<file path="config.mk">
export PLATFORM = sky130hd
export DESIGN_NAME = enet_ddr_wr_packer
export DESIGN_NICKNAME = d
export VERILOG_FILES = /design/src/rtl/enet_ddr_wr_packer.sv
export SDC_FILE = /design/constraint.sdc
export NUM_CORES = 1
export LEC_CHECK = 0
export ABC_CLOCK_PERIOD_IN_PS = 37000
export CORE_AREA = 5 5 190 211
export CTS_CLUSTER_SIZE = 28
export DETAILED_ROUTE_END_ITERATION = 16
export DIE_AREA = 0 0 195 216
export PLACE_DENSITY = 0.87
export SLEW_MARGIN = 20
export SYNTH_ARGS = -nofsm -noshare
export SYNTH_HDL_FRONTEND = slang
export SYNTH_SLANG_ARGS = --single-unit
</file>
<file path="constraint.sdc">
create_clock -name i_clk -period 37 [get_ports i_clk]
set_input_delay 7.4 -clock i_clk [delete_from_list [all_inputs] [get_ports i_clk]]
set_output_delay 7.4 -clock i_clk [all_outputs]
set_load 0.01 [all_outputs]
</file>
<file path="src/rtl/enet_ddr_wr_packer.sv">
// ---------------------------------------------------------------------------
// enet_ddr_wr_packer
//
// Receive-side write stage. Gathers BEATS_PER_WORD 64-bit beats from the MAC
// read stream into one 256-bit DDR word. It then issues a write request with
// byte enables and an incrementing address. It also handles a partial final
// word and counts busy cycles for the register file.
//
// Build option: define ENET_DDR_WR_PACKER_BSWAP_EN to byte-reverse every
// 64-bit beat before packing (network -> host order). BE and timing are the
// same in both builds.
//
// Handshakes:
//   beat stream : a beat transfers on a rising edge where i_data_valid and
//                 o_core_ready are both high. i_data is ignored otherwise.
//   ddr write   : o_ddr_wr_req stays high, and data, BE and address stay
//                 stable, until a rising edge that samples i_ddr_wr_ack high.
//                 An ack that arrives while req is low is ignored.
//
// Ports:
//   i_clk, i_rst        clock, asynchronous active-high reset
//   i_start             one-cycle pulse; latches i_dest_addr / i_data_size
//   i_dest_addr[31:0]   DDR byte address of the first word (32-byte aligned)
//   i_data_size[31:0]   bytes to receive, rounded up to whole 8-byte beats
//   i_data[63:0]        beat from the MAC read FIFO
//   i_data_valid        i_data is valid
//   o_core_ready        packer accepts a beat (high only while filling)
//   o_ddr_wr_req        DDR write request
//   o_ddr_wr_data[255:0] packed word; beat k of a word sits in lane k
//   o_ddr_wr_be[31:0]   byte enables; unfilled lanes are 0
//   o_ddr_wr_addr[31:0] write address (wraps modulo 2^32)
//   i_ddr_wr_ack        DDR controller accepted the request
//   o_busy              transfer in progress
//   o_done              transfer complete; held until the next i_start
//   o_rx_cnt[31:0]      busy-cycle count of the last transfer (saturating)
// ---------------------------------------------------------------------------
module enet_ddr_wr_packer #(
  parameter int ADDR_INC       = 32,
  parameter int BEATS_PER_WORD = 4
) (
  input  logic                        i_clk,
  input  logic                        i_rst,
  input  logic                        i_start,
  input  logic [31:0]                 i_dest_addr,
  input  logic [31:0]                 i_data_size,
  input  logic [63:0]                 i_data,
  input  logic                        i_data_valid,
  output logic                        o_core_ready,
  output logic                        o_ddr_wr_req,
  output logic [64*BEATS_PER_WORD-1:0] o_ddr_wr_data,
  output logic [8*BEATS_PER_WORD-1:0]  o_ddr_wr_be,
  output logic [31:0]                 o_ddr_wr_addr,
  input  logic                        i_ddr_wr_ack,
  output logic                        o_busy,
  output logic                        o_done,
  output logic [31:0]                 o_rx_cnt
);

  localparam int WORD_W = 64 * BEATS_PER_WORD;
  localparam int BE_W   = 8 * BEATS_PER_WORD;
  localparam int LANE_W = $clog2(BEATS_PER_WORD);

  typedef enum logic [1:0] {IDLE, FILL, WRITE, DONE} state_t;

  state_t              state_q, state_d;
  logic [LANE_W-1:0]   lane_q;
  logic [31:0]         beats_left_q;
  logic [31:0]         addr_q;
  logic [31:0]         rx_cnt_q;
  logic [WORD_W-1:0]   word_q;
  logic [BE_W-1:0]     be_q;
  logic                done_q;

  logic [63:0]         beat_in;
  logic [32:0]         size_rnd;
  logic [31:0]         beats_total;
  logic                start_ok;
  logic                beat_acc;
  logic                ack_ok;
  logic                word_full;
  logic                last_beat;

  // ceil(size/8), widened so that sizes near 2^32 do not overflow.
  assign size_rnd    = {1'b0, i_data_size} + 33'd7;
  assign beats_total = 32'(size_rnd >> 3);

  assign start_ok  = (state_q == IDLE) && i_start;
  assign beat_acc  = (state_q == FILL) && i_data_valid;
  assign ack_ok    = (state_q == WRITE) && i_ddr_wr_ack;
  assign word_full = (lane_q == LANE_W'(BEATS_PER_WORD - 1));
  assign last_beat = (beats_left_q == 32'd1);

`ifdef ENET_DDR_WR_PACKER_BSWAP_EN
  always_comb begin
    beat_in = '0;
    for (int b = 0; b < 8; b++) begin
      beat_in[8*b +: 8] = i_data[8*(7-b) +: 8];
    end
  end
`else
  assign beat_in = i_data;
`endif

  // FSM state register
  always_ff @(posedge i_clk or posedge i_rst) begin
    if (i_rst) state_q <= IDLE;
    else       state_q <= state_d;
  end

  // FSM next state and state-decoded outputs
  always_comb begin
    state_d      = state_q;
    o_core_ready = 1'b0;
    o_ddr_wr_req = 1'b0;
    o_busy       = 1'b0;
    case (state_q)
      IDLE: begin
        if (i_start) state_d = (i_data_size == 32'd0) ? DONE : FILL;
      end
      FILL: begin
        o_core_ready = 1'b1;
        o_busy       = 1'b1;
        if (beat_acc && (word_full || last_beat)) state_d = WRITE;
      end
      WRITE: begin
        o_ddr_wr_req = 1'b1;
        o_busy       = 1'b1;
        // beats_left_q already counts down past this word's beats
        if (i_ddr_wr_ack) state_d = (beats_left_q == 32'd0) ? DONE : FILL;
      end
      DONE: begin
        state_d = IDLE;
      end
      default: state_d = IDLE;
    endcase
  end

  // Datapath: lane packing, address, counters
  always_ff @(posedge i_clk or posedge i_rst) begin
    if (i_rst) begin
      lane_q       <= '0;
      beats_left_q <= '0;
      addr_q       <= '0;
      rx_cnt_q     <= '0;
      word_q       <= '0;
      be_q         <= '0;
      done_q       <= 1'b0;
    end else begin
      if (start_ok) begin
        addr_q       <= i_dest_addr;
        beats_left_q <= beats_total;
        lane_q       <= '0;
        rx_cnt_q     <= '0;
        word_q       <= '0;
        be_q         <= '0;
        done_q       <= 1'b0;
      end
      if (beat_acc) begin
        word_q[lane_q*64 +: 64] <= beat_in;
        be_q[lane_q*8 +: 8]     <= 8'hFF;
        lane_q                  <= lane_q + 1'b1;
        beats_left_q            <= beats_left_q - 32'd1;
      end
      if (ack_ok) begin
        addr_q <= addr_q + 32'(ADDR_INC);
        word_q <= '0;
        be_q   <= '0;
        lane_q <= '0;
      end
      if (state_q == DONE) done_q <= 1'b1;
      if (o_busy && (rx_cnt_q != 32'hFFFF_FFFF)) rx_cnt_q <= rx_cnt_q + 32'd1;
    end
  end

  assign o_ddr_wr_data = word_q;
  assign o_ddr_wr_be   = be_q;
  assign o_ddr_wr_addr = addr_q;
  assign o_done        = done_q;
  assign o_rx_cnt      = rx_cnt_q;

endmodule

</file>
# Word level (Yosys, flattened, before mapping)
# Cells that the tools add are included.
[word_totals]
register_bits = 389
in_bits = 133
output_inout_bits = 356
word_cells = 72
[op_classes]
n_addsub = 7
n_eq_ne = 9
shift = 4
mux = 28
reduce_logical = 16
[ops]
columns = ["operator", "n"]
rows = [
  ["$mux W256", 3],
  ["$mux W32", 9],
  ["$bwmux W256", 1],
  ["$shift A64 B34 Y256 const A", 1],
  ["$shiftx A64 B34 Y256", 1],
  ["$logic_not A32 Y1", 2],
  ["$neg A5 Y34", 1],
  ["$neg A8 Y34", 1],
  ["$shift A8 B34 Y32 const A", 1],
  ["$shiftx A8 B34 Y32 const A", 1],
  ["$add A32 B3 Y33 const B", 1],
  ["$add A32 B1 Y32 const B", 1],
  ["$add A32 B6 Y32 const B", 1],
  ["$bwmux W32", 1],
  ["$eq A32 B1 Y1 const B", 1],
  ["$ne A32 B32 Y1 const B", 1],
  ["$sub A32 B1 Y32 const B", 1],
  ["$mux W2", 8],
  ["$pmux W2 S4", 1],
  ["$reduce_bool A2 Y1", 4],
  ["$eq A2 B2 Y1 const B", 3],
  ["$logic_and A1 B1 Y1", 5],
  ["$mux W1", 5],
  ["$ne A2 B2 Y1 const B", 2],
  ["8 further kinds", 8],
]

# Logic depth before layout (Yosys ltp)
# Gate-level depths: netlist (run 1).
[logic_depth]
ltp_word = 6
ltp_mapped = 10
ltp_nobuf = 7

# Worst setup path before layout (run 1)
# Ideal clock, no wire load.
[synth_path]
kind = "input port to flip-flop"
from = "input i_data_size[2]"
to = "register beats_left_q[27]"
setup_ns = 0.126
t_arrival_ns = 9.186
t_required_ns = 36.874
slack_ns = 27.688
path_stages = 6
n_path_buf = 1
cell_sequence = "o311ai_0 -> or4b_2 -> clkbuf_1 -> nor4_1 -> xor2_1 -> a221o_1"
[synth_via]
elab_chain_len = 3
[synth_lines]
columns = ["item", "line_no", "source"]
rows = [
  ["start: declaration", "45", "input logic [31:0] i_data_size,"],
  ["$add A32 B3 Y33", "84", "assign size_rnd = {1'b0, i_data_size} + 33'd7;"],
  ["$mux W32", "149", "if (start_ok) begin"],
  ["$mux W32", "158", "if (beat_acc) begin"],
  ["end signal: assignment", "151", "beats_left_q <= beats_total;"],
  ["end signal: assignment", "162", "beats_left_q <= beats_left_q - 32'd1;"],
  ["end: declaration", "67", "logic [31:0] beats_left_q;"],
]
# Every way passes these cells. The select of a mux whose other input is x is not followed.
# A chain may end at the register's enable or synchronous reset.

# Worst setup path after layout (run 1)
[layout_path]
from = "input i_ddr_wr_ack"
to = "register addr_q[20] (netlist: o_ddr_wr_addr[20])"
[layout_via]
elab_chain_len = 2
word_cells_on_any_way = 3
classes_between = "1 x mux; 2 x reduce/logical"
[layout_lines]
columns = ["item", "line_no", "source"]
rows = [
  ["start: declaration", "53", "input logic i_ddr_wr_ack,"],
  ["$logic_and A1 B1 Y1 *", "89", "assign ack_ok = (state_q == WRITE) && i_ddr_wr_ack;"],
  ["$mux W32 / $reduce_bool A2 Y1 (equally long branches)", "-", ""],
  ["end signal: assignment", "150", "addr_q <= i_dest_addr;"],
  ["end signal: assignment", "165", "addr_q <= addr_q + 32'(ADDR_INC);"],
  ["end: declaration", "68", "logic [31:0] addr_q;"],
]
# Every way passes the cells marked *; elsewhere a longest branch is shown, timed or not.

==> metrics.txt, run 1 <==
Post-DP Area 22,040 µm²; Critical Path Start Type input port; top-count cell post-synth dfrtp_1; setup ws final 26.99 ns; RSZ-0062 raised after global routing false; Finished Layout Cells 2,539; DIE WIDTH 195 µm; largest net degree at the start of global routing 174; GP Congestion 0.9454; CP max FO 90; vias in the first global route 16,000; post-CTS setup buffers 0; antenna-violating nets left 0; die area 42,120 µm²; syn_nets 1,711; Static Leakage 10.31 nW; Synth area leaders dfrtp_1 58%, a22o_1 6.8%, a22oi_1 6.0%; cell count after synthesis 1,564; CTS tree yes; Iteration-0 DRC Markers 1,448; met1 wire length 22.58 mm; die height 216 µm; vias 15,620; core box area 37,720 µm²; most used cell, CP buf_4; clock-pin slew on the worst setup and hold paths 0.06 ns; initial antenna violation count 2; DR DRC count 0; dpl hpwl 40.67 mm; Setup TNS 0 ns; Yosys top cell area share 58.16%; CP required 37.44 ns; Post-Route WL 60.47 mm; post-DR vias/cell 6.152; Max-cap violations 0; EDFF count, synth 0; Hold Path Class flop to flop; Pre-antenna DRT Iters 8; Port Buffers 488; f_max 99.93 MHz; CTS root buffer clkbuf_16; Std-Cell Rows 75; metal2 WL 29.07 mm; final net count 2,153; Synth Warn # 0; Crit-path slowest cell buf_4; worst hold slack 0.4765 ns; met3 wire len 5.390 mm; Hold Buf Count CTS 0; Distinct cells, synth 69; Worst Tran Pin Value 1.083 ns; worst r2r path cells 9; slew margin rel. 27.62%; Num CTS Buffers 41; Sink Count 389; share of cells above drive strength 1 5.989%; IO Count 489; ys async rst share 100.0%; Yosys reg bits 389; Crit path largest cell delay 0.84 ns; leading area contributor after synthesis dfrtp_1; Hold Fails Final Rpt 0; Placed Instances 2,463; arrival time worst endpoint 10.45 ns; Mapped Area 16,740 µm²; Setup CP Type input port to flop; Max Used Layer met4; fin crit share 27.05%; Gates resized, CTS repair 0; Initial Util 44.37%; first-pass GRT wire length 94.45 mm; total chip power 1.582 mW; Overall Global Routing Usage 27.70%; IR Drop Worst-Case VDD 0.04683 mV; hold depth 2; H-tree levels 2; Design Area, Final 23,490 µm²; Critical Path End Type flop; GR Overflow Total 0; Final Setup Violations 0; worst skew pair latency 0.56 ns; power per cell area 67.36 nW/µm²; top cells by count, synth 389 x dfrtp_1, 191 x nor2_1, 153 x nand2_1, 133 x a22oi_1, 129 x a22o_1; Syn Area/Cell 10.70 µm²; sequential-to-total area share from yosys stat 58.16%; clock skew 0.02433 ns; CTS Buffer Depth 3; Tmin final 10.01 ns; fin util 62.26%; P&R area growth vs syn 40.32%; ys flop type dfrtp_1; routed wire length per instance 23.81 µm; fin. max-slew vios 0; crit-path cells clkdlybuf4s50_1 > and2_4 > buf_4 > nor2_2 > buf_4 > nor4_1 > nor3_1 > a211oi_1; pre-CTS setup slack 26.43 ns; status finished, final reports clean
-- flip-flops by register name, summed over array words and instances, names as in the netlist --
name           cells
lane_q             2
o_ddr_wr_be       32
state_q            2
o_done             1
o_rx_cnt          32
beats_left_q      32
o_ddr_wr_data    256
o_ddr_wr_addr     32
-- cell usage in the layout (no fill, tap or decap), types with 5 or more instances in the layout --
cell	count
ha_1	14
buf_4	12
clkbuf_16	41
and3_1	22
nand2b_1	5
clkdlybuf4s50_1	488
a22oi_1	133
a211o_1	8
clkinv_2	10
o211ai_1	14
xor2_1	11
o311ai_0	7
and4_1	6
a31oi_1	22
o22ai_1	8
dfrtp_1	389
xnor2_1	17
a21oi_1	27
nor3_1	41
nor2_1	188
o221ai_1	6
nand4_1	19
or4_1	6
and2_1	8
nand2_1	153
nand3_1	41
a311oi_1	7
clkbuf_8	12
a41oi_1	5
inv_1	24
mux2i_1	6
or3_1	6
o21ai_0	30
a22o_1	129
nor4_1	24
a211oi_1	18
-- kinds of logic (layout without fill, tap and decap cells) --
group,after synthesis,count (layout),share of synthesized area [%]
adders and majority gates,14,14,1.047
xor gates and xnor gates,28,28,1.465
other,0,2,0
buffers and inverters,128,601,3.042
muxes,9,9,0.5607
DFF,389,389,58.16
and+or+nand+nor,546,546,15.06
AOI/OAI and AO/OA,450,450,20.67
-- final cells by class --
| cell class | instances | area (µm²) |
|---|---|---|
| inverter | 25 | 101.3 |
| tap | 500 | 625.6 |
| multi-input combinational | 1047 | 6589 |
| timing repair buffer | 502 | 5006 |
| antenna | 2 | 5.005 |
| clock inverter | 19 | 226.5 |
| sequential | 389 | 9734 |
| clock buffer | 55 | 1199 |
| fill | 2902 | 14240 |
-- worst max-delay path: cells and delay by family --
kind / cells / cell delay, ns
buffers and inverters: 3 / 1.68
and+or+nand+nor: 4 / 1.08
AOI/OAI and AO/OA: 1 / 0.25
-- routing by layer --
metal  vias to the layer above  GRT usage [%]
met2                       922          44.94
met1                      7809          34.77
met4                         0          13.85
met3                       215          6.769
li1                       6675              -
met5                         -              0
-- path summary, 6_finish.rpt --
check / endpoint / start / slack [ns]
worst min-delay path: o_ddr_wr_be[28] / o_ddr_wr_be[28] / 0.48
worst max register to register: o_ddr_wr_addr[20] / state_q[0] / 33.59
worst min register to register: o_ddr_wr_be[28] / o_ddr_wr_be[28] / 0.48
worst max-delay path: o_ddr_wr_addr[20] / i_ddr_wr_ack / 26.99
min in group asynchronous: o_ddr_wr_data[194] / i_rst / 7.47
max in group asynchronous: o_ddr_wr_data[244] / i_rst / 28.05
-- report_power, final --
part | internal [mW] | total, mW | switching [mW]
registers | 0.511 | 0.598 | 0.0866
clock network | 0.256 | 0.432 | 0.175
logic | 0.232 | 0.553 | 0.321
total | 1.00 | 1.58 | 0.582
No activity file was read; power rests on OpenSTA's default activity.
==> run 2, diff against run 1 <==
--- a/config.mk
+++ b/config.mk
@@ -5,11 +5,11 @@
 export SDC_FILE = /design/constraint.sdc
 export NUM_CORES = 1
 export LEC_CHECK = 0
-export ABC_CLOCK_PERIOD_IN_PS = 37000
-export CORE_AREA = 5 5 190 211
+export ABC_CLOCK_PERIOD_IN_PS = 9200
+export CORE_AREA = 5 5 195 215
 export CTS_CLUSTER_SIZE = 28
 export DETAILED_ROUTE_END_ITERATION = 16
-export DIE_AREA = 0 0 195 216
+export DIE_AREA = 0 0 200 220
 export PLACE_DENSITY = 0.87
 export SLEW_MARGIN = 20
 export SYNTH_ARGS = -nofsm -noshare
==> constraint.sdc (replaced) <==
create_clock -name i_clk -period 9.2 [get_ports i_clk]
set_input_delay 1.84 -clock i_clk [delete_from_list [all_inputs] [get_ports i_clk]]
set_output_delay 1.84 -clock i_clk [all_outputs]
set_load 0.01 [all_outputs]
==> run 2 against run 1 <==
- clock-buffer cell count is 4 higher
- combinational power rose to 4.0 times the previous value
- critical path depth fell by 1
- final area rose by 0.13%
- via count is 0.56% higher
- register-to-register slack worse by 28 ns
- die area increased by 4.5%
- sequential cell count did not move
- routed wire length grew 1.1%
- hold slack better by 0.00090 ns
- critical path type unchanged
- highest routed layer is now met5
==> metrics.txt, run 2 (same netlist as run 1, synthesis figures left out) <==
CTS Buffer Depth 3 (unchanged); IO Count 489 (unchanged); die height 220 µm (+1.9%); vias 15,710 (+0.56%); post-CTS setup buffers 0 (unchanged); Final Setup Violations 0 (unchanged); Tmin final 4.297 ns; arrival time worst endpoint 4.78 ns (-5.67 ns); DIE WIDTH 200 µm (+2.6%); worst hold slack 0.4774 ns (+0.0008980 ns); fin crit share 46.71%; max reg flops 256 (unchanged); Crit path largest cell delay 0.72 ns (-0.12 ns); CP max FO 58 (-36%); Worst Tran Pin Value 1.061 ns (-0.02239 ns); Pre-antenna DRT Iters 6 (-2); Worst Path Buf+Inv 2 (-1); Critical Path End Type flop; Hold Path Class flop to flop; P&R area growth vs syn 40.50%; worst skew pair latency 0.56 ns (about the same); commonest non-fill, non-tap cell in the layout clkdlybuf4s50_1; status finished, final reports clean; Hold Fails Final Rpt 0 (unchanged); Post-Route WL 61.12 mm (+1.1%); post-DR vias/cell 6.139 (-0.22%); DR DRC count 0 (unchanged); initial antenna violation count 6 (+4); commonest non-fill, non-tap cells in the layout 488 x clkdlybuf4s50_1, 389 x dfrtp_1, 188 x nor2_1; CP required 9.69 ns (-27.75 ns); Iteration-0 DRC Markers 1,247 (-14%); Max-cap violations 0 (unchanged); power per cell area 270.1 nW/µm² (+300%); family with the most delay on the worst path simple AND/OR/NAND/NOR gates; Placed Instances 2,481 (+0.73%); slew margin rel. 29.28% (+1.7 points); Port Buffers 488 (unchanged); share of cells above drive strength 1 5.830% (-0.16 points); Hold Buf Count CTS 0 (unchanged); clock skew 0.02810 ns (+0.003766 ns); largest net degree at the start of global routing 176 (+1.1%); Sink Count 389 (unchanged); IR Drop Worst-Case VDD 0.1878 mV (+300%); fin. max-slew vios 0 (unchanged); crit-path cells clkdlybuf4s50_1 > and2_4 > nor2_1 > nand2_1 > nor4_4 > buf_4 > a22o_1; first-pass GRT wire length 92.02 mm (-2.6%); core box area 39,690 µm² (+5.2%); routed wire length per instance 23.89 µm (+0.29%); Std-Cell Rows 77 (+2.7%); CTS root buffer clkbuf_16; H-tree levels 2 (unchanged); Initial Util 42.17% (-2.2 points); clock-pin slew on the worst setup and hold paths 0.06 ns (about the same); f_max 232.7 MHz; Setup CP Type input port to flop; fin util 59.25% (-3.0 points); Overall Global Routing Usage 26.52% (-1.2 points); GP Congestion 0.9260 (-2.1%); Finished Layout Cells 2,559 (+0.79%); Gates resized, CTS repair 0 (unchanged); Critical Path Start Type input port; final net count 2,158 (+0.23%); Num CTS Buffers 41 (unchanged); Crit-path slowest cell buf_4; dpl hpwl 41.48 mm (+2.0%); Setup TNS 0 ns (unchanged); RSZ-0062 raised after global routing false; GR Overflow Total 0 (unchanged); antenna-violating nets left 0 (unchanged); Static Leakage 10.29 nW (-0.10%); CTS tree yes; die area 44,000 µm² (+4.5%); vias in the first global route 15,540 (-2.9%)
==> run 2: cell types whose count changed in the layout (fill, tap and decap cells not counted), sizes merged <==
| cell | previous run | this run |
|---|---|---|
| buf | 14 | 19 |
| inv | 26 | 25 |
| clkinv | 12 | 7 |
| clkinvlp | 2 | 3 |
| diode | 2 | 5 |
| clkbuf | 55 | 59 |
==> run 2: worst min-delay path, delay by kind of cell, from the launching register on <==
family / cells / cell delay (ns)
and+or+nand+nor: 2 / 0.11
DFF: 1 / 0.34
==> run 2: path summary, 6_finish.rpt <==
kind	start	end	slack [ns]	cells past startpoint
max	i_ddr_wr_ack	o_ddr_wr_data[227]	4.90	7
min	o_ddr_wr_addr[4]	o_ddr_wr_addr[4]	0.48	2
max reg2reg	state_q[0]	o_ddr_wr_addr[27]	5.86	7
min reg2reg	o_ddr_wr_addr[4]	o_ddr_wr_addr[4]	0.48	2
max in group asynchronous	i_rst	o_rx_cnt[14]	5.89	4
min in group asynchronous	i_rst	o_ddr_wr_data[190]	1.83	3
==> run 2: per-layer routing <==
metal,routed length [µm],track usage [%]
met2,29210,41.89
met4,3400,12.39
met1,22500,34.25
met3,5987,6.850
met5,24,0
==> run 2: area by class of cell <==
| class | count | area [µm²] |
|---|---|---|
| Inverter | 25 | 97.59 |
| Multi-Input combinational cell | 1047 | 6589 |
| Timing Repair Buffer | 507 | 5052 |
| Antenna cell | 5 | 12.51 |
| Tap cell | 513 | 641.9 |
| Clock buffer | 59 | 1184 |
| Sequential cell | 389 | 9734 |
| Fill cell | 3117 | 16180 |
| Clock inverter | 14 | 205.2 |
==> run 2: per-stage QoR <==
| step | instance area (µm²) | power [mW] | worst slack (ns) |
|---|---|---|---|
| final | 23520 | 6.352 | 4.903 |
| after global placement | 22100 | 4.533 | 4.359 |
| after detailed placement | 22100 | 4.628 | 4.299 |
| after floorplan | 16740 | 3.489 | 2.128 |
| after global routing | 23510 | 6.654 | 4.680 |
| after CTS | 23490 | 6.359 | 4.826 |
==> run 2: where the power goes <==
| part | total [mW] | switching, mW | internal, mW | leakage [nW] |
|---|---|---|---|---|
| clock network | 1.71 | 0.703 | 1.01 | 0.676 |
| logic | 2.23 | 1.29 | 0.938 | 4.38 |
| registers | 2.40 | 0.348 | 2.06 | 5.24 |
==> run 3, diff against run 2 <==
--- a/config.mk
+++ b/config.mk
@@ -5,11 +5,11 @@
 export SDC_FILE = /design/constraint.sdc
 export NUM_CORES = 1
 export LEC_CHECK = 0
-export ABC_CLOCK_PERIOD_IN_PS = 9200
-export CORE_AREA = 5 5 195 215
+export ABC_CLOCK_PERIOD_IN_PS = 4200
+export CORE_AREA = 5 5 190 211
 export CTS_CLUSTER_SIZE = 28
 export DETAILED_ROUTE_END_ITERATION = 16
-export DIE_AREA = 0 0 200 220
+export DIE_AREA = 0 0 195 216
 export PLACE_DENSITY = 0.87
 export SLEW_MARGIN = 20
 export SYNTH_ARGS = -nofsm -noshare
==> constraint.sdc (replaced) <==
create_clock -name i_clk -period 4.2 [get_ports i_clk]
set_input_delay 0.84 -clock i_clk [delete_from_list [all_inputs] [get_ports i_clk]]
set_output_delay 0.84 -clock i_clk [all_outputs]
set_load 0.01 [all_outputs]
==> run 3 against run 2 <==
- utilization up 3.6 points
- worst setup slack lost 4.0 ns
- power grew 120%
- clock power grew 120%
- global-route usage up 1.2 points
- critical path type is now flop to flop
==> metrics.txt, run 3 (same netlist as run 1, synthesis figures left out) <==
status finished, final reports clean; CP max FO 26 (-55%); post-DR vias/cell 6.172 (+0.54%); Crit path largest cell delay 0.83 ns (+0.11 ns); Post-Route WL 60.65 mm (-0.77%); Post-DP Area 22,300 µm² (+0.90%); die area 42,120 µm² (-4.3%); total chip power 13.97 mW (+120%); H-tree levels 2 (unchanged); commonest non-fill, non-tap cell in the layout clkdlybuf4s50_1; GP Congestion 0.9016 (-2.6%); Hold Buf Count CTS 0 (unchanged); CTS root buffer clkbuf_16; crit-path cells ha_1 > nand2_1 > or4_1 > o41a_1 > buf_4 > and3_1 > a211o_1; P&R area growth vs syn 41.56%; CP required 4.62 ns (-5.07 ns); routed wire length per instance 23.68 µm (-0.85%); clock skew 0.02013 ns (-0.007975 ns); Critical Path Start Type flop; fin crit share 77.64%; Iteration-0 DRC Markers 1,410 (+13%); max reg flops 256 (unchanged); IO Count 489 (unchanged); Hold Path Class flop to flop; Critical Path End Type flop; FILL cells 2,830 (-9.2%); family with the most delay on the worst path compound AO/OA/AOI/OAI gates; worst skew pair latency 0.54 ns (-0.02 ns); Hold Fails Final Rpt 0 (unchanged); clock-pin slew on the worst setup and hold paths 0.06 ns (about the same); Worst Tran Pin Value 0.9680 ns (-0.09278 ns); vias 15,810 (+0.62%); post-CTS setup buffers 0 (unchanged); Num CTS Buffers 41 (unchanged); commonest non-fill, non-tap cells in the layout 488 x clkdlybuf4s50_1, 389 x dfrtp_1, 189 x nor2_1; Setup TNS 0 ns (unchanged); fin. max-slew vios 0 (unchanged); slew margin rel. 35.47% (+6.2 points); first-pass GRT wire length 94.09 mm (+2.2%); RSZ-0062 raised after global routing false; dpl hpwl 41.61 mm (+0.33%); share of cells above drive strength 1 6.615% (+0.78 points); Final Setup Violations 0 (unchanged); Crit-path slowest cell o41a_1; Static Leakage 10.40 nW (+1.1%); Gates resized, CTS repair 0 (unchanged); Max-cap violations 0 (unchanged); Design Area, Final 23,690 µm² (+0.76%); vias in the first global route 15,890 (+2.2%); Sink Count 389 (unchanged); Tmin final 3.261 ns; antenna-violating nets left 0 (unchanged); DIE WIDTH 195 µm (-2.5%); Finished Layout Cells 2,561 (+0.078%); largest net degree at the start of global routing 99 (-44%); Pre-antenna DRT Iters 5 (-1); f_max 306.7 MHz; Placed Instances 2,485 (+0.16%); arrival time worst endpoint 3.68 ns (-1.10 ns); Worst Path Buf+Inv 1 (-1); Overall Global Routing Usage 27.73% (+1.2 points); GR Overflow Total 0 (unchanged); Std-Cell Rows 75 (-2.6%); DR DRC count 0 (unchanged); final net count 2,175 (+0.79%); worst hold slack 0.4760 ns (-0.001449 ns); power per cell area 589.5 nW/µm² (+120%); die height 216 µm (-1.8%); Initial Util 44.37% (+2.2 points); Port Buffers 488 (unchanged); initial antenna violation count 4 (-2); CTS tree yes; CTS Buffer Depth 3 (unchanged); IR Drop Worst-Case VDD 0.4362 mV (+130%); Setup CP Type flop to flop; core box area 37,720 µm² (-5.0%)
==> run 3: changes by cell type in the layout (fill, tap and decap cells not counted), sizes merged <==
cell,before,now
buf,19,36
clkbuf,59,53
clkinvlp,3,4
clkinv,7,9
inv,25,26
==> run 3: cell type report <==
| cell class | count | area [µm²] | area share (%) |
|---|---|---|---|
| sequential | 389 | 9734 | 41.08 |
| timing repair buffer | 524 | 5268 | 22.23 |
| inverter | 25 | 97.59 | 0.4119 |
| multi-input combinational | 1047 | 6574 | 27.74 |
| antenna | 5 | 12.51 | 0.05281 |
| tap | 500 | 625.6 | 2.640 |
| clock buffer | 53 | 1151 | 4.858 |
| clock inverter | 18 | 231.5 | 0.9769 |
==> run 3: metrics by stage <==
| step | util [%] | setup WS [ns] |
|---|---|---|
| global placement | 59.11 | 0.6308 |
| CTS | 62.78 | 0.9962 |
| global route | 62.81 | 0.8237 |
| floorplan | - | -1.872 |
| finish | 62.81 | 0.9390 |
| detailed placement | 59.11 | 0.5699 |
==> run 3: per-layer routing <==
| metal | routed length (µm) | vias up | GRT usage, % |
|---|---|---|---|
| met1 | 22530 | 7923 | 34.57 |
| met4 | 3721 | 0 | 15.81 |
| met3 | 5449 | 217 | 7.236 |
| li1 | - | 6738 | - |
| met2 | 28950 | 928 | 43.94 |
| met5 | 0 | - | 0 |
==> run 3: worst paths after layout <==
kind	from	to	slack [ns]	depth (start not counted)
worst min-delay path	o_ddr_wr_addr[0]	o_ddr_wr_addr[0]	0.48	2
worst min register to register	o_ddr_wr_addr[0]	o_ddr_wr_addr[0]	0.48	2
max in group asynchronous	i_rst	o_rx_cnt[8]	2.62	3
min in group asynchronous	i_rst	o_ddr_wr_data[51]	0.70	2
worst max register to register	o_rx_cnt[0]	o_rx_cnt[15]	0.94	7
worst max-delay path	o_rx_cnt[0]	o_rx_cnt[15]	0.94	7
==> run 3: worst register-to-register path: cells and delay by family, from the launching register on <==
kind	cells	cell delay, ns
fa+ha+maj	1	0.29
buf+inv	1	0.35
flops	1	0.48
compound gates	2	1.07
simple gates	3	0.96
==> run 3: power breakdown <==
part | leakage, nW | total (mW) | switching (mW) | internal [mW]
Combinational | 4.49 | 4.97 | 2.83 | 2.13
Sequential | 5.24 | 5.26 | 0.760 | 4.50
Clock | 0.675 | 3.74 | 1.55 | 2.19
Total | 10.4 | 14.0 | 5.14 | 8.83
==> patch (config.mk and constraints of run 3) <==
The parameter `BEATS_PER_WORD` goes from 4 to 2.
--- a/src/rtl/enet_ddr_wr_packer.sv
+++ b/src/rtl/enet_ddr_wr_packer.sv
@@ -37,5 +37,5 @@
 module enet_ddr_wr_packer #(
   parameter int ADDR_INC       = 32,
-  parameter int BEATS_PER_WORD = 4
+  parameter int BEATS_PER_WORD = 2
 ) (
   input  logic                        i_clk,
Interface: changed (resized o_ddr_wr_be and o_ddr_wr_data); port bits go from 489 to 345. The function was not compared with the original's and may differ.
==> patch against run 3 <==
- wire length shrank 32%
- area after synthesis shrank 31%
- clock skew shrank 7.8 ps
- utilization shrank 19 points
- cell area shrank 31%
- total power shrank 21%
- via count shrank 28%
- sequential cell count shrank 145
- combinational power shrank 4%
- synthesized cell count shrank 20%
- setup slack gained 330 ps
- critical path type is now flip-flop to output pin
- largest cell class unchanged
==> patch: results (changes against run 3) <==
| Group | Parameter | Reported | Delta |
|:---|:---|:---|:---|
| global route | Largest net degree at the start of global routing | 96 | -3.0% |
| sta | Worst hold slack after final layout | 475 ps | -1.05 ps |
| logic synthesis | Compound-Gate Fraction of Synth Area | 18.2% | -2.5 points |
| pwr | Peak supply drop | 0.000356 V | -18% |
| run status | Run status | finished, final reports clean |  |
| drt | Number of vias per cell after detailed routing | 5.49 | -11% |
| worst setup path | Critical Path Slowest Stage Cell | sky130_fd_sc_hd__clkdlybuf4s50_1 |  |
| worst setup path | Destination of the critical timing path | o_busy |  |
| worst setup path | Worst stage delay on the critical path | 600 ps | -230 ps |
| global route | Number of global-route vias before repair | 11402 | -28% |
| placement | Detailed Place HPWL | 29.2 mm | -30% |
| global route | First-pass GRT wire length | 64.1 mm | -32% |
| logic synthesis | Top post-synthesis cells by count | 244 x sky130_fd_sc_hd__dfrtp_1, 200 x sky130_fd_sc_hd__nand2_1, 150 x sky130_fd_sc_hd__nand3_1 |  |
| global route | Met2 global-route usage | 31.1% | -13 points |
| global route | Antenna violations before repair | 2 | -2 |
| drt | Routed wl met2 | 20.1 mm | -30% |
| logic synthesis | Share of synthesized area occupied by flip-flops and latches | 52.7% | -5.4 points |
| logic synthesis | Adder-cell area share of the yosys netlist | 0.972% | -0.074 points |
| global route | Global-route track usage on met1 | 23.2% | -11 points |
| drt | Number of DRC markers in iteration 0 | 811 | -42% |
| pwr | Design internal power | 6.83 mW | -23% |
| logic synthesis | Count of cell types in the netlist | 54 | -22% |
| worst setup path | Depth of the worst register-to-register path | 6 | -1 |
| logic synthesis | Share of the synthesized netlist area taken by xor and xnor gates | 2.12% | +0.65 points |
| drt | Met1 Wirelength | 16.1 mm | -28% |
| placement | Routability-driven placement congestion ratio | 0.885 | -1.9% |
| worst setup path | Critical register-to-register path endpoint | beats_left_q[26] |  |
| worst setup path | Slack of the worst reg-to-reg path | 1320 ps | +380 ps |
-- patch: cell types whose count changed after synthesis, moves of 12 or more --
cell	delta
sky130_fd_sc_hd__nand2_1	+47
sky130_fd_sc_hd__o21ai_0	+25
sky130_fd_sc_hd__nor2_1	-124
sky130_fd_sc_hd__dfrtp_1	-145
sky130_fd_sc_hd__a21oi_1	+87
sky130_fd_sc_hd__nand3_1	+109
sky130_fd_sc_hd__a22oi_1	-131
sky130_fd_sc_hd__o31ai_1	+13
sky130_fd_sc_hd__nor3_1	-20
sky130_fd_sc_hd__clkbuf_1	-22
sky130_fd_sc_hd__a211oi_1	-12
sky130_fd_sc_hd__a22o_1	-95
-- patch: per-stage QoR --
stage / instances / area, um^2 / utilization (%)
final: 2086 / 16500 / 43.7
after global routing: 2086 / 16500 / 43.7
after CTS: 2085 / 16500 / 43.6
after detailed placement: 2039 / 15600 / 41.4
after global placement: 2039 / 15600 / 41.4
after floorplan: 1248 / 11600 / -
-- patch: power by group through the flow --
stage	sequential [mW]	combinational [mW]	clock (mW)
after floorplan	4.18	2.03	0
after global placement	3.94	4.65	0
after detailed placement	4.00	4.80	0
after CTS	3.97	4.82	2.33
after global routing	4.10	5.16	2.43
final	3.99	4.79	2.27
-- patch: area by class of cell --
type,instances,area [um^2]
multi-input cells,916,5200
clock inverters,8,51.3
diodes,1,2.50
fillers,3489,21300
clock buffers,38,779
flip-flops and latches,244,6110
well taps,500,626
inverters,15,60.1
repair buffers,364,3640
-- patch: tightest hold or removal path: cells and delay by family, from the launching register on --
kind | cells | cell delay (ps)
DFF | 1 | 340
and+or+nand+nor | 2 | 110
